`src/rtl/isp_ol_scheduler_pkg.sv`:
```
// rtl/isp_ol_scheduler_pkg.sv - shared states, entry-type codes and field positions for the object-list scheduler
package isp_ol_scheduler_pkg;

  typedef enum logic [2:0] {
    IDLE,
    FETCH,
    WAIT,
    DECODE,
    ISSUE,
    WAIT_POLY,
    FINISH
  } state_t;

  localparam logic [2:0] TYPE_ARRAY = 3'b100;
  localparam logic [2:0] TYPE_QUAD  = 3'b101;
  localparam logic [2:0] TYPE_RSVD  = 3'b110;
  localparam logic [2:0] TYPE_LINK  = 3'b111;

  // Bit 31 clear marks a triangle strip; otherwise [31:29] is the entry type.
  localparam int STRIP_BIT     = 31;
  localparam int TYPE_MSB      = 31;
  localparam int TYPE_LSB      = 29;
  localparam int MASK_MSB      = 30;
  localparam int MASK_LSB      = 25;
  localparam int LINK_EOL_BIT  = 28;
  localparam int LINK_ADDR_MSB = 23;
  localparam int LINK_ADDR_LSB = 2;
  localparam int PARAM_IDX_MSB = 20;

endpackage

```
`src/rtl/isp_ol_scheduler.sv`:
```
// rtl/isp_ol_scheduler.sv - object-list walker feeding the ISP parser; optional poly watchdog via ISP_OLS_WATCHDOG_EN
module isp_ol_scheduler
  import isp_ol_scheduler_pkg::*;
#(
  parameter int ADDR_W      = 24,
  parameter int WDOG_CYCLES = 1024
) (
  input  logic              clock,
  input  logic              reset_n,
  input  logic              start,
  input  logic [ADDR_W-1:0] ol_addr,
  input  logic [ADDR_W-1:0] param_base,
  output logic              busy,
  output logic              done,
  output logic [15:0]       poly_count,
  output logic              vram_rd,
  output logic [ADDR_W-1:0] vram_addr,
  input  logic [31:0]       vram_din,
  output logic [31:0]       opb_word,
  output logic [ADDR_W-1:0] poly_addr,
  output logic              render_poly,
  input  logic              poly_drawn,
`ifdef ISP_OLS_WATCHDOG_EN
  output logic              wdog_err,
`endif
  input  logic              isp_vram_rd,
  input  logic [ADDR_W-1:0] isp_vram_addr
);

  if (WDOG_CYCLES < 2) begin : g_bad_wdog
    $error("WDOG_CYCLES must be at least 2");
  end

  state_t            state;
  logic [ADDR_W-1:0] pointer;
  logic [ADDR_W-1:0] param_reg;

  logic [2:0]        entry_type;
  logic [23:0]       link_target;
  logic [ADDR_W-1:0] next_pointer;

`ifdef ISP_OLS_WATCHDOG_EN
  localparam int WDOG_W = $clog2(WDOG_CYCLES + 1);
  logic [WDOG_W-1:0] wdog_cnt;
`endif

  assign entry_type   = opb_word[TYPE_MSB:TYPE_LSB];
  assign link_target  = {opb_word[LINK_ADDR_MSB:LINK_ADDR_LSB], 2'b00};
  assign next_pointer = pointer + ADDR_W'(4);

  // The parser owns the VRAM port only while a polygon is being drawn.
  always_comb begin
    vram_rd   = 1'b0;
    vram_addr = pointer;
    if (state == WAIT_POLY) begin
      vram_rd   = isp_vram_rd;
      vram_addr = isp_vram_addr;
    end else if (state == FETCH) begin
      vram_rd   = 1'b1;
    end
  end

  always_ff @(posedge clock or negedge reset_n) begin
    if (!reset_n) begin
      state       <= IDLE;
      busy        <= 1'b0;
      done        <= 1'b0;
      render_poly <= 1'b0;
      poly_count  <= '0;
      opb_word    <= '0;
      poly_addr   <= '0;
      pointer     <= '0;
      param_reg   <= '0;
`ifdef ISP_OLS_WATCHDOG_EN
      wdog_cnt    <= '0;
      wdog_err    <= 1'b0;
`endif
    end else begin
      done        <= 1'b0;
      render_poly <= 1'b0;
      case (state)
        IDLE: begin
          if (start) begin
            pointer    <= ol_addr;
            param_reg  <= param_base;
            poly_count <= '0;
            busy       <= 1'b1;
`ifdef ISP_OLS_WATCHDOG_EN
            wdog_err   <= 1'b0;
`endif
            state      <= FETCH;
          end
        end
        FETCH: state <= WAIT;
        WAIT: begin
          opb_word <= vram_din;
          state    <= DECODE;
        end
        DECODE: begin
          // Issue outputs are registered here so render_poly is high exactly during ISSUE.
          if ((!opb_word[STRIP_BIT] && (opb_word[MASK_MSB:MASK_LSB] != '0)) ||
              (opb_word[STRIP_BIT] && (entry_type == TYPE_ARRAY || entry_type == TYPE_QUAD))) begin
            poly_addr   <= param_reg + ADDR_W'({opb_word[PARAM_IDX_MSB:0], 2'b00});
            render_poly <= 1'b1;
            if (poly_count != 16'hFFFF)
              poly_count <= poly_count + 16'd1;
            state       <= ISSUE;
          end else if (opb_word[STRIP_BIT] && entry_type == TYPE_LINK) begin
            if (opb_word[LINK_EOL_BIT]) begin
              done  <= 1'b1;
              state <= FINISH;
            end else begin
              pointer <= ADDR_W'(link_target);
              state   <= FETCH;
            end
          end else begin
            pointer <= next_pointer;
            state   <= FETCH;
          end
        end
        ISSUE: begin
`ifdef ISP_OLS_WATCHDOG_EN
          wdog_cnt <= '0;
`endif
          state <= WAIT_POLY;
        end
        WAIT_POLY: begin
          if (poly_drawn) begin
            pointer <= next_pointer;
            state   <= FETCH;
          end
`ifdef ISP_OLS_WATCHDOG_EN
          else if (wdog_cnt == WDOG_W'(WDOG_CYCLES - 1)) begin
            wdog_err <= 1'b1;
            done     <= 1'b1;
            state    <= FINISH;
          end else begin
            wdog_cnt <= wdog_cnt + 1'b1;
          end
`endif
        end
        FINISH: begin
          busy  <= 1'b0;
          state <= IDLE;
        end
        default: state <= IDLE;
      endcase
    end
  end

endmodule

```
`config.mk`:
```
export PLATFORM = sky130hd
export DESIGN_NAME = isp_ol_scheduler
export DESIGN_NICKNAME = d
export VERILOG_FILES = /design/src/rtl/isp_ol_scheduler_pkg.sv /design/src/rtl/isp_ol_scheduler.sv
export SDC_FILE = /design/constraint.sdc
export NUM_CORES = 1
export LEC_CHECK = 0
export BUFFER_PORTS_ARGS = -buffer_cell sky130_fd_sc_hd__buf_2
export CAP_MARGIN = 5
export CORE_ASPECT_RATIO = 0.5
export CORE_UTILIZATION = 47
export DETAILED_ROUTE_END_ITERATION = 8
export PLACE_DENSITY = 0.8
export SYNTH_ARGS = -nofsm -noshare
export SYNTH_HDL_FRONTEND = slang
export SYNTH_SLANG_ARGS = --single-unit
export TNS_END_PERCENT = 10
```
`constraint.sdc`:
```
create_clock -name clock -period 2.05 [get_ports clock]
set_input_delay 0.3075 -clock clock [delete_from_list [all_inputs] [get_ports clock]]
set_output_delay 0.3075 -clock clock [all_outputs]
set_load 0.05 [all_outputs]
```
* Word-level counts from Yosys, hierarchy flattened
Cells that the tools add are included.
Cells by class: add/sub/neg operators 3, equality and inequality tests 16, muxes and demuxes 27, reduce and logical (&&, ||, !) cells 17
Operators with widths (number):
- $mux 24 | 6
- $pmux 24 s3 | 1
- $mux 16 | 3
- $pmux 16 s2 | 1
- $add 24x23->24 | 1
- $add 24x3->24 const B | 1
- $eq 3x3->1 const B | 6
- $pmux 3 s6 | 1
- $add 16x1->16 const B | 1
- $ne 16x16->1 const B | 1
- $mux 3 | 5
- $ne 2x2->1 const B | 5
- $mux 1 | 9
- $reduce_and 2->1 | 4
- $eq 3x2->1 const B | 2
- $reduce_bool 6->1 | 1
- $reduce_and 5->1 | 1
- $reduce_and 4->1 | 1
- $reduce_bool 2->1 | 2
- $eq 3x1->1 const B | 1
- $logic_and 1x1->1 | 3
- $logic_not 3->1 | 1
- $ne 3x3->1 const B | 1
- $reduce_bool 3->1 | 1
- other kinds (3) | 4
Storage, ports and cells: bits in registers 126, output and inout port bits 100, word-level logic and storage cells 72

* Depth between registers and ports, before layout
Gate-level depths: netlist of run 1.
word-level depth 6, mapped depth 10, mapped depth without buffers 10

* Worst setup path before layout of run 1
No wires, ideal clock.
path kind register -> register, start point register opb_word[0], end point register poly_addr[18], arrival 2.470 ns, required time 1.915 ns, setup slack -0.556 ns, stages on the path, launching flop included 11, path through dfrtp_1 ha_1 inv_1 fa_1 nor2b_1 o2111a_1 a211oi_2 a211o_1 a21oi_1 mux2i_1 o311ai_1
Between the ends: cells in the longest elaborated chain, start to end 1
RTL lines:
- start: declaration | RTL line isp_ol_scheduler.sv:19 | output logic [31:0] opb_word,
- start signal: assignment | RTL line isp_ol_scheduler.sv:96 | opb_word <= vram_din;
- $add 24x23->24 | RTL line isp_ol_scheduler.sv:103 | poly_addr <= param_reg + ADDR_W'({opb_word[PARAM_IDX_MSB:0], 2'b00});
- end signal: assignment | RTL line isp_ol_scheduler.sv:103
- end: declaration | RTL line isp_ol_scheduler.sv:20 | output logic [ADDR_W-1:0] poly_addr,
No other way between the ends. A chain may end at the register's enable or synchronous reset.

* Final worst setup path of run 1
start point register param_reg[2], end point register poly_addr[18]
Between the ends: cells in the longest elaborated chain, start to end 1
RTL lines:
- start: declaration | RTL line isp_ol_scheduler.sv:36 | logic [ADDR_W-1:0] param_reg;
- start signal: assignment | RTL line isp_ol_scheduler.sv:85 | param_reg <= param_base;
- $add 24x23->24 | RTL line isp_ol_scheduler.sv:103
No other way between the ends.

==> run_summary.xml, run 1 <==
<?xml version="1.0" encoding="UTF-8"?>
<metrics>
  <group name="die">
    <metric name="initial_utilization" unit="">0.4955</metric>
    <metric name="rows" unit="">30</metric>
    <metric name="die_area" unit="um2">15240</metric>
    <metric name="floorplan.core_area" unit="um2">13960</metric>
    <metric name="dieWidth" unit="um">173.6</metric>
    <metric name="boundaryPins" unit="">209</metric>
    <metric name="fp.dieH" unit="um">87.80</metric>
  </group>
  <group name="yosys">
    <metric name="netlist_area" unit="um2">6919</metric>
    <metric name="netlist_instances" unit="">685</metric>
    <metric name="yosysWarningCount" unit="">0</metric>
    <metric name="synth.top_cell.area_share" unit="">0.4557</metric>
    <metric name="yosys_most_used_dff" unit="">dfrtp_1</metric>
    <metric name="synth_edf_count" unit="">0</metric>
    <metric name="post_synth.cell_area_avg" unit="um2">10.10</metric>
    <metric name="synthDistinctLibCells" unit="">56</metric>
    <metric name="synth-async-reset-ratio" unit="">1.000</metric>
    <metric name="ys_top_cells_by_area" unit="">dfrtp_1 (46%), mux2_2 (13%), nand2_1 (4.2%), ha_1 (4.2%), o21ai_0 (3.2%)</metric>
    <metric name="synth-seq-cells" unit="">126</metric>
    <metric name="synthesis.nets" unit="">818</metric>
    <metric name="synth.yosys.seq_area_share" unit="">0.4557</metric>
    <metric name="synth_largest_area_cell" unit="">dfrtp_1</metric>
  </group>
  <group name="final_layout">
    <metric name="multiInputGateArea" unit="um2">3730</metric>
    <metric name="largest_register_ffs" unit="">32</metric>
    <metric name="fraction_of_layout_instances_using_a_drive_strength_above_1" unit="">0.4489</metric>
    <metric name="final_cell_area" unit="um2">9661</metric>
    <metric name="diodes" unit="">0</metric>
    <metric name="fin_cells" unit="">1161</metric>
    <metric name="most_frequent_cells_in_the_layout" unit="">buf_2 (188), dfrtp_1 (120), mux2_2 (78)</metric>
    <metric name="ff_latch_area" unit="um2">3161</metric>
    <metric name="fill_cells" unit="">1037</metric>
    <metric name="leading_cell_type_in_the_layout_fill_and_taps_excluded" unit="">buf_2</metric>
    <metric name="finalNetCount" unit="">1089</metric>
    <metric name="fin_util" unit="">0.6918</metric>
    <metric name="largest_register" unit="">opb_word</metric>
    <metric name="area_growth_syn_to_layout" unit="%">39.62</metric>
  </group>
  <group name="clocking">
    <metric name="worst_skew_pair.late_latency" unit="ps">420</metric>
    <metric name="tritoncts.num_buffers" unit="">17</metric>
    <metric name="tritoncts_clock_tree" unit="">done</metric>
    <metric name="cts.sink_count" unit="">126</metric>
    <metric name="clock_path_buffers" unit="">2</metric>
    <metric name="path_clk_slew" unit="ps">60</metric>
    <metric name="cts_htree_levels" unit="">4</metric>
    <metric name="clock_tree.root_cell" unit="">clkbuf_16</metric>
  </group>
  <group name="power_and_ir_drop">
    <metric name="fin_total_pwr" unit="mW">20.64</metric>
    <metric name="power.static_leakage" unit="nW">4.595</metric>
    <metric name="powerDensity" unit="nW/um2">2136</metric>
    <metric name="max-vdd-ir-drop" unit="mV">0.9727</metric>
  </group>
  <group name="global_routing">
    <metric name="grt_remaining_overflow" unit="">0</metric>
    <metric name="largest_net_degree_at_the_start_of_global_routing" unit="">41</metric>
    <metric name="antenna_found_initial" unit="">0</metric>
    <metric name="via_count_of_the_first_global_routing_pass" unit="">6355</metric>
    <metric name="grt_first_pass_wirelength" unit="um">33010</metric>
    <metric name="grt_resource_usage_total" unit="">0.2782</metric>
  </group>
  <group name="setup_path">
    <metric name="setup.worst_path.class" unit="">reg -&gt; reg</metric>
    <metric name="critPathLaunchType" unit="">register</metric>
    <metric name="critPathMaxFanout" unit="">5</metric>
    <metric name="critPathArrivalTime" unit="ps">2630</metric>
    <metric name="cp-end-kind" unit="">register</metric>
    <metric name="timing.reg2reg.worst_path_depth" unit="">10</metric>
    <metric name="critPathBufInv" unit="">1</metric>
    <metric name="reg2reg_from" unit="">param_reg[2]</metric>
    <metric name="critical-path-slowest-cell" unit="">dfrtp_1</metric>
    <metric name="timing.critical_path.slowest_cell_delay" unit="ps">380</metric>
    <metric name="timing.reg2reg.setup_slack" unit="ps">-300</metric>
    <metric name="timing.critical_path.required" unit="ps">2330</metric>
    <metric name="timing.critical_path.cells" unit="">ha_4, inv_2, fa_2, nor2b_2, o2111a_1, a211oi_2, a211o_1, a21oi_2, mux2i_1, o311ai_1</metric>
    <metric name="critical-path-top-delay-family" unit="">compound AO/OA/AOI/OAI gates</metric>
    <metric name="endpoint_of_the_lowest_slack_register_to_register_path" unit="">poly_addr[18]</metric>
  </group>
  <group name="timing">
    <metric name="timing.clock.skew" unit="ps">12.70</metric>
    <metric name="fin_setup_tns" unit="ps">-1651</metric>
    <metric name="timing_hold_violations_final" unit="">0</metric>
    <metric name="final.min_clock_period" unit="ps">2351</metric>
    <metric name="final_critical_path_setup_slack" unit="ps">-300.9</metric>
    <metric name="worst_slew_pin_slew" unit="ps">582.3</metric>
    <metric name="slew_headroom" unit="">0.6118</metric>
    <metric name="report.final.slew_viol_count" unit="">0</metric>
    <metric name="min_period_over_period" unit="">1.147</metric>
    <metric name="final-setup-viol-count" unit="">12</metric>
    <metric name="maxClockFrequency" unit="GHz">0.4254</metric>
    <metric name="grt_setup_unrepaired" unit="">true</metric>
  </group>
  <group name="drt">
    <metric name="drtIter0Drc" unit="">503</metric>
    <metric name="detailroute.via_count" unit="">6631</metric>
    <metric name="drcViolationCount" unit="">0</metric>
    <metric name="routed_wire_length_per_instance" unit="um">18.22</metric>
    <metric name="first_pass_detailed_route_iteration_total" unit="">6</metric>
    <metric name="routed_wirelength" unit="um">21150</metric>
    <metric name="ant_nets" unit="">0</metric>
    <metric name="vias_per_std_cell" unit="">5.711</metric>
  </group>
  <group name="job">
    <metric name="max_cap_viol_count" unit="">0</metric>
  </group>
  <group name="hold_path">
    <metric name="hold_path.class" unit="">in -&gt; reg</metric>
    <metric name="hold_path_startpoint" unit="">vram_din[24]</metric>
    <metric name="endpoint_worst_hold" unit="">opb_word[24]</metric>
    <metric name="holdPathStages" unit="">2</metric>
  </group>
  <group name="placed_design">
    <metric name="buffer_ports.inserted" unit="">208</metric>
    <metric name="post_dp_cell_area" unit="um2">8665</metric>
    <metric name="detailedPlacementHpwl" unit="um">14860</metric>
    <metric name="final_replace_weighted_congestion" unit="">0.9191</metric>
    <metric name="numPlacedInstances" unit="">1116</metric>
  </group>
  <group name="outcome">
    <metric name="failed_checks" unit="">setup timing</metric>
    <metric name="run_status" unit="">finished, violations left</metric>
  </group>
</metrics>
==> worst reg2reg max path: cells and delay by family (launching register included) <==
kind	cells	cell delay (ps)
adders and majority gates	2	490
and+or+nand+nor	1	160
DFF	1	380
muxes	1	220
AOI/OAI and AO/OA	5	950
buffers and inverters	1	30
==> logic make-up (layout without fill, tap and decap cells) <==
kind of cell    count (synthesis)  in the layout  synth area share
simple gates                  201            201            0.1396
fa+ha+maj                      24             24           0.04449
flops                         126            126            0.4557
compound gates                174            174            0.1611
buf+inv                        48            332           0.02857
xor+xnor                       32             32           0.04051
mux                            80             80            0.1300
==> routing by layer <==
layer,wire length (um),vias up,global-route usage
li1,-,3037,-
met1,9267,3259,0.3686
met2,10000,296,0.4582
met3,1449,39,0.06033
met4,435,0,0.09809
met5,0,-,0
==> power breakdown <==
part           switching [mW]  total (mW)  internal (mW)  leakage, nW
Combinational            7.85        13.0           5.14         2.76
Clock                    1.22        3.03           1.81        0.282
Sequential               1.00        4.61           3.61         1.55
==> worst max path at each step <==
stage	start	to	slack, ps	cells after the start
finish	param_reg[2]	poly_addr[18]	-300	10
global route	param_reg[2]	poly_addr[18]	-410	10
CTS	param_reg[2]	poly_addr[18]	-240	10
detailed placement	param_reg[2]	poly_addr[18]	-230	10
global placement	param_reg[2]	poly_addr[18]	-170	10
floorplan	opb_word[0]	poly_addr[18]	-290	10
==> synth_stat cells (all sizes together) (3+ instances only) <==
master	count
ha	23
xnor2	15
mux2	79
nand4	9
buf	17
nand2	77
a22o	3
or3	5
a222oi	7
a31oi	9
a22oi	3
o21bai	5
a21oi	24
a221oi	13
and2	11
xor2	17
nor2	41
nor4	3
o21a	4
o21ai	77
and3	9
nand3	18
a211oi	8
clkbuf	17
dfrtp	126
nor2b	6
nor3b	5
inv	14
nor3	12
a21o	8
==> stage by stage <==
| stage | hold slack [ps] | worst slack [ps] |
|---|---|---|
| global route | 115.1 | -405.2 |
| CTS | 111.7 | -244.2 |
| finish | 122.4 | -300.9 |
| detailed placement | 331.4 | -230.2 |
| global placement | 330.5 | -173.3 |
| floorplan | 11.91 | -289.3 |
==> layout make-up <==
type | count | share of cell area
clock inverters | 14 | 0.01645
flip-flops and latches | 126 | 0.3272
clock buffers | 18 | 0.04442
repair buffers | 286 | 0.1956
inverters | 14 | 0.005440
well taps | 192 | 0.02487
multi-input cells | 511 | 0.3861
==> timing repair <==
item / CTS / global route
pin swaps: 8 / 18
setup buffers: 6 / 4
gates resized for setup: 55 / 20
hold buffers: 1 / 0
endpoints found under the hold margin: 37 / 0
endpoints found under the setup margin: 37 / 67
gates cloned: 2 / 0
No activity file was read; power rests on OpenSTA's default activity.
==> run 2: changes to the inputs <==
--- a/config.mk
+++ b/config.mk
@@ -10,6 +10,7 @@
 export CORE_ASPECT_RATIO = 0.5
 export CORE_UTILIZATION = 47
 export DETAILED_ROUTE_END_ITERATION = 8
+export GPL_TIMING_DRIVEN = 0
 export PLACE_DENSITY = 0.8
 export SYNTH_ARGS = -nofsm -noshare
 export SYNTH_HDL_FRONTEND = slang
==> run 2 against run 1 <==
The flow still finishes with violations (setup timing). Cell count decreased by 2.2%. Highest routed layer unchanged. Clock power increased by 6.9%. Critical path depth unchanged. Via count decreased by 1.4%. Largest power group unchanged. Sequential share of layout area is 0.41 points higher.
==> run_summary.xml, run 2 (same netlist as run 1, synthesis figures left out) <==
<?xml version="1.0" encoding="UTF-8"?>
<metrics>
  <group name="power_and_ir_drop">
    <metric name="switching_share" unit="">0.4914</metric>
    <metric name="cellInternalPower" unit="mW">10.43</metric>
    <metric name="seq_pwr_share" unit="">0.237</metric>
    <metric name="power.net_switching" unit="mW">10.07</metric>
    <metric name="share_comb_of_total_power" unit="">0.605</metric>
    <metric name="clock_network_fraction_of_total_power" unit="">0.158</metric>
    <metric name="powerDensity" unit="nW/um2">2143</metric>
    <metric name="fin_total_pwr" unit="mW">20.50</metric>
    <metric name="power.static_leakage" unit="nW">4.482</metric>
    <metric name="max-vdd-ir-drop" unit="mV">1.002</metric>
  </group>
  <group name="clocking">
    <metric name="tritoncts_clock_tree" unit="">done</metric>
    <metric name="cts.sink_count" unit="">126</metric>
    <metric name="clock_path_buffers" unit="">2</metric>
    <metric name="clock_tree.root_cell" unit="">clkbuf_16</metric>
    <metric name="tritoncts.num_buffers" unit="">17</metric>
    <metric name="path_clk_slew" unit="ps">60</metric>
    <metric name="worst_skew_pair.late_latency" unit="ps">410</metric>
    <metric name="cts_htree_levels" unit="">4</metric>
  </group>
  <group name="final_layout">
    <metric name="final_cell_area" unit="um2">9567</metric>
    <metric name="largest_register" unit="">opb_word</metric>
    <metric name="largest_register_ffs" unit="">32</metric>
    <metric name="fill_cells" unit="">1072</metric>
    <metric name="multiInputGateArea" unit="um2">3839</metric>
    <metric name="ff_latch_area" unit="um2">3169</metric>
    <metric name="leading_cell_type_in_the_layout_fill_and_taps_excluded" unit="">buf_2</metric>
    <metric name="fraction_of_layout_instances_using_a_drive_strength_above_1" unit="">0.4464</metric>
    <metric name="finalNetCount" unit="">1063</metric>
    <metric name="most_frequent_cells_in_the_layout" unit="">buf_2 (191), dfrtp_1 (113), nand2_1 (75)</metric>
    <metric name="diodes" unit="">0</metric>
    <metric name="area_growth_syn_to_layout" unit="%">38.26</metric>
  </group>
  <group name="timing">
    <metric name="report.final.slew_viol_count" unit="">0</metric>
    <metric name="final.min_clock_period" unit="ps">2384</metric>
    <metric name="maxClockFrequency" unit="GHz">0.4195</metric>
    <metric name="final_critical_path_setup_slack" unit="ps">-333.6</metric>
    <metric name="worst_slew_pin_slew" unit="ps">551.6</metric>
    <metric name="final-setup-viol-count" unit="">35</metric>
    <metric name="slew_headroom" unit="">0.6322</metric>
    <metric name="timing_hold_violations_final" unit="">0</metric>
    <metric name="timing.clock.skew" unit="ps">8.936</metric>
    <metric name="grt_setup_unrepaired" unit="">true</metric>
    <metric name="min_period_over_period" unit="">1.163</metric>
  </group>
  <group name="drt">
    <metric name="routed_wire_length_per_instance" unit="um">19.09</metric>
    <metric name="vias_per_std_cell" unit="">5.763</metric>
    <metric name="first_pass_detailed_route_iteration_total" unit="">5</metric>
    <metric name="routed_wirelength" unit="um">21670</metric>
    <metric name="detailroute.via_count" unit="">6541</metric>
    <metric name="drcViolationCount" unit="">0</metric>
    <metric name="drtIter0Drc" unit="">576</metric>
    <metric name="ant_nets" unit="">0</metric>
  </group>
  <group name="global_routing">
    <metric name="grt_resource_usage_total" unit="">0.2882</metric>
    <metric name="grt_first_pass_wirelength" unit="um">34020</metric>
    <metric name="antenna_found_initial" unit="">0</metric>
    <metric name="grt_remaining_overflow" unit="">0</metric>
    <metric name="via_count_of_the_first_global_routing_pass" unit="">6439</metric>
    <metric name="gr-usage-met3" unit="">0.04514</metric>
    <metric name="largest_net_degree_at_the_start_of_global_routing" unit="">76</metric>
    <metric name="most_used_routing_layer" unit="">met2</metric>
    <metric name="met1_usage" unit="">0.3907</metric>
    <metric name="grt_use_met2" unit="">0.4779</metric>
  </group>
  <group name="setup_path">
    <metric name="reg2reg_from" unit="">param_reg[2]</metric>
    <metric name="critPathLaunchType" unit="">register</metric>
    <metric name="timing.critical_path.required" unit="ps">2330</metric>
    <metric name="timing.reg2reg.setup_slack" unit="ps">-330</metric>
    <metric name="critical-path-slowest-cell" unit="">dfrtp_1</metric>
    <metric name="critPathLaunch" unit="">param_reg[2]</metric>
    <metric name="critical-path-top-delay-family" unit="">compound AO/OA/AOI/OAI gates</metric>
    <metric name="critPathMaxFanout" unit="">5</metric>
    <metric name="timing.critical_path.slowest_cell_delay" unit="ps">390</metric>
    <metric name="timing.critical_path.cells" unit="">ha_4, inv_2, fa_2, nor2b_2, o2111a_1, a211oi_4, a211o_1, a21oi_2, mux2i_1, o311ai_1</metric>
    <metric name="endpoint_of_the_lowest_slack_register_to_register_path" unit="">poly_addr[18]</metric>
    <metric name="worstSetupPathDepth" unit="">10</metric>
    <metric name="timing.reg2reg.worst_path_depth" unit="">10</metric>
    <metric name="critPathBufInv" unit="">1</metric>
    <metric name="crit_path_end" unit="">poly_addr[18]</metric>
    <metric name="critPathArrivalTime" unit="ps">2660</metric>
    <metric name="cp-end-kind" unit="">register</metric>
    <metric name="setup.worst_path.class" unit="">reg -&gt; reg</metric>
  </group>
  <group name="die">
    <metric name="rows" unit="">30</metric>
    <metric name="initial_utilization" unit="">0.4955</metric>
    <metric name="die_area" unit="um2">15240</metric>
    <metric name="floorplan.core_area" unit="um2">13960</metric>
    <metric name="dieWidth" unit="um">173.6</metric>
    <metric name="fp.dieH" unit="um">87.80</metric>
    <metric name="boundaryPins" unit="">209</metric>
  </group>
  <group name="placed_design">
    <metric name="buffer_ports.inserted" unit="">208</metric>
    <metric name="final_replace_weighted_congestion" unit="">0.9266</metric>
    <metric name="post_dp_cell_area" unit="um2">8258</metric>
    <metric name="detailedPlacementHpwl" unit="um">15110</metric>
  </group>
  <group name="job">
    <metric name="max_cap_viol_count" unit="">0</metric>
  </group>
  <group name="outcome">
    <metric name="failed_checks" unit="">setup timing</metric>
    <metric name="run_status" unit="">finished, violations left</metric>
  </group>
  <group name="hold_path">
    <metric name="hold_path.class" unit="">in -&gt; reg</metric>
  </group>
</metrics>
-- run 2: cell count changes in the layout (fill, tap and decap cells not counted), sizes merged --
cell,delta
clkinvlp,+1
buf,-39
bufinv,+2
inv,-5
clkinv,+2
clkbuf,+13
-- run 2: what timing repair did --
action / in CTS / in global routing
setup buffers: 12 / 6
endpoints found under the hold margin: 51 / 0
setup endpoints to repair: 106 / 101
gates resized for setup: 116 / 43
cloned: 1 / 0
pin swaps: 9 / 7
hold buffers: 1 / 0
-- run 2: metrics by stage --
step           hold WS (ps)  TNS [ps]  worst slack (ps)  std cells    util
6_report              106.1     -3954            -333.6       1135  0.6851
3_5_place_dp          294.6    -17410            -399.5       1086  0.5914
3_3_place_gp          450.4   -134600             -1201       1085  0.5890
2_1_floorplan         11.91     -2457            -289.3        685       -
5_1_grt               120.6     -7137            -409.6       1135  0.6851
4_1_cts               97.55     -3955            -333.0       1132  0.6748
-- run 2: cell type report --
cell class                      instances  share of cell area
Inverter                               14            0.005755
Clock inverter                         14             0.02014
Multi-Input combinational cell        511              0.4013
Tap cell                              192             0.02511
Sequential cell                       126              0.3313
Timing Repair Buffer                  229              0.1499
Clock buffer                           18             0.04591
Buffer                                 31             0.02066
-- run 2: per-layer routing --
layer / up-vias / wire length (um)
met5: - / 0
met4: 0 / 446
met3: 50 / 1507
met2: 311 / 10130
met1: 3189 / 9587
li1: 2991 / -
-- run 2: power groups by stage --
stage               Combinational [mW]  Sequential [mW]  Clock, mW
floorplan                         6.29             6.40          0
global placement                  10.4             4.73          0
detailed placement                10.6             4.77          0
CTS                               11.9             4.78       3.24
global route                      13.3             5.00       3.36
finish                            12.4             4.86       3.24
-- run 2: how the worst min path moves through the flow --
stage,start,slack [ps],depth (start not counted),to
2_1_floorplan,reset_n,10,0,busy
3_3_place_gp,param_reg[0],450,2,poly_addr[0]
3_5_place_dp,reset_n,290,1,pointer[7]
4_1_cts,vram_din[1],100,3,opb_word[1]
5_1_grt,param_base[20],120,2,param_reg[20]
6_report,vram_din[1],110,3,opb_word[1]
-- run 2: worst min-delay path: stages --
cell and delay, ps:
buf_2 80, nand2_1 40, o21ai_0 60
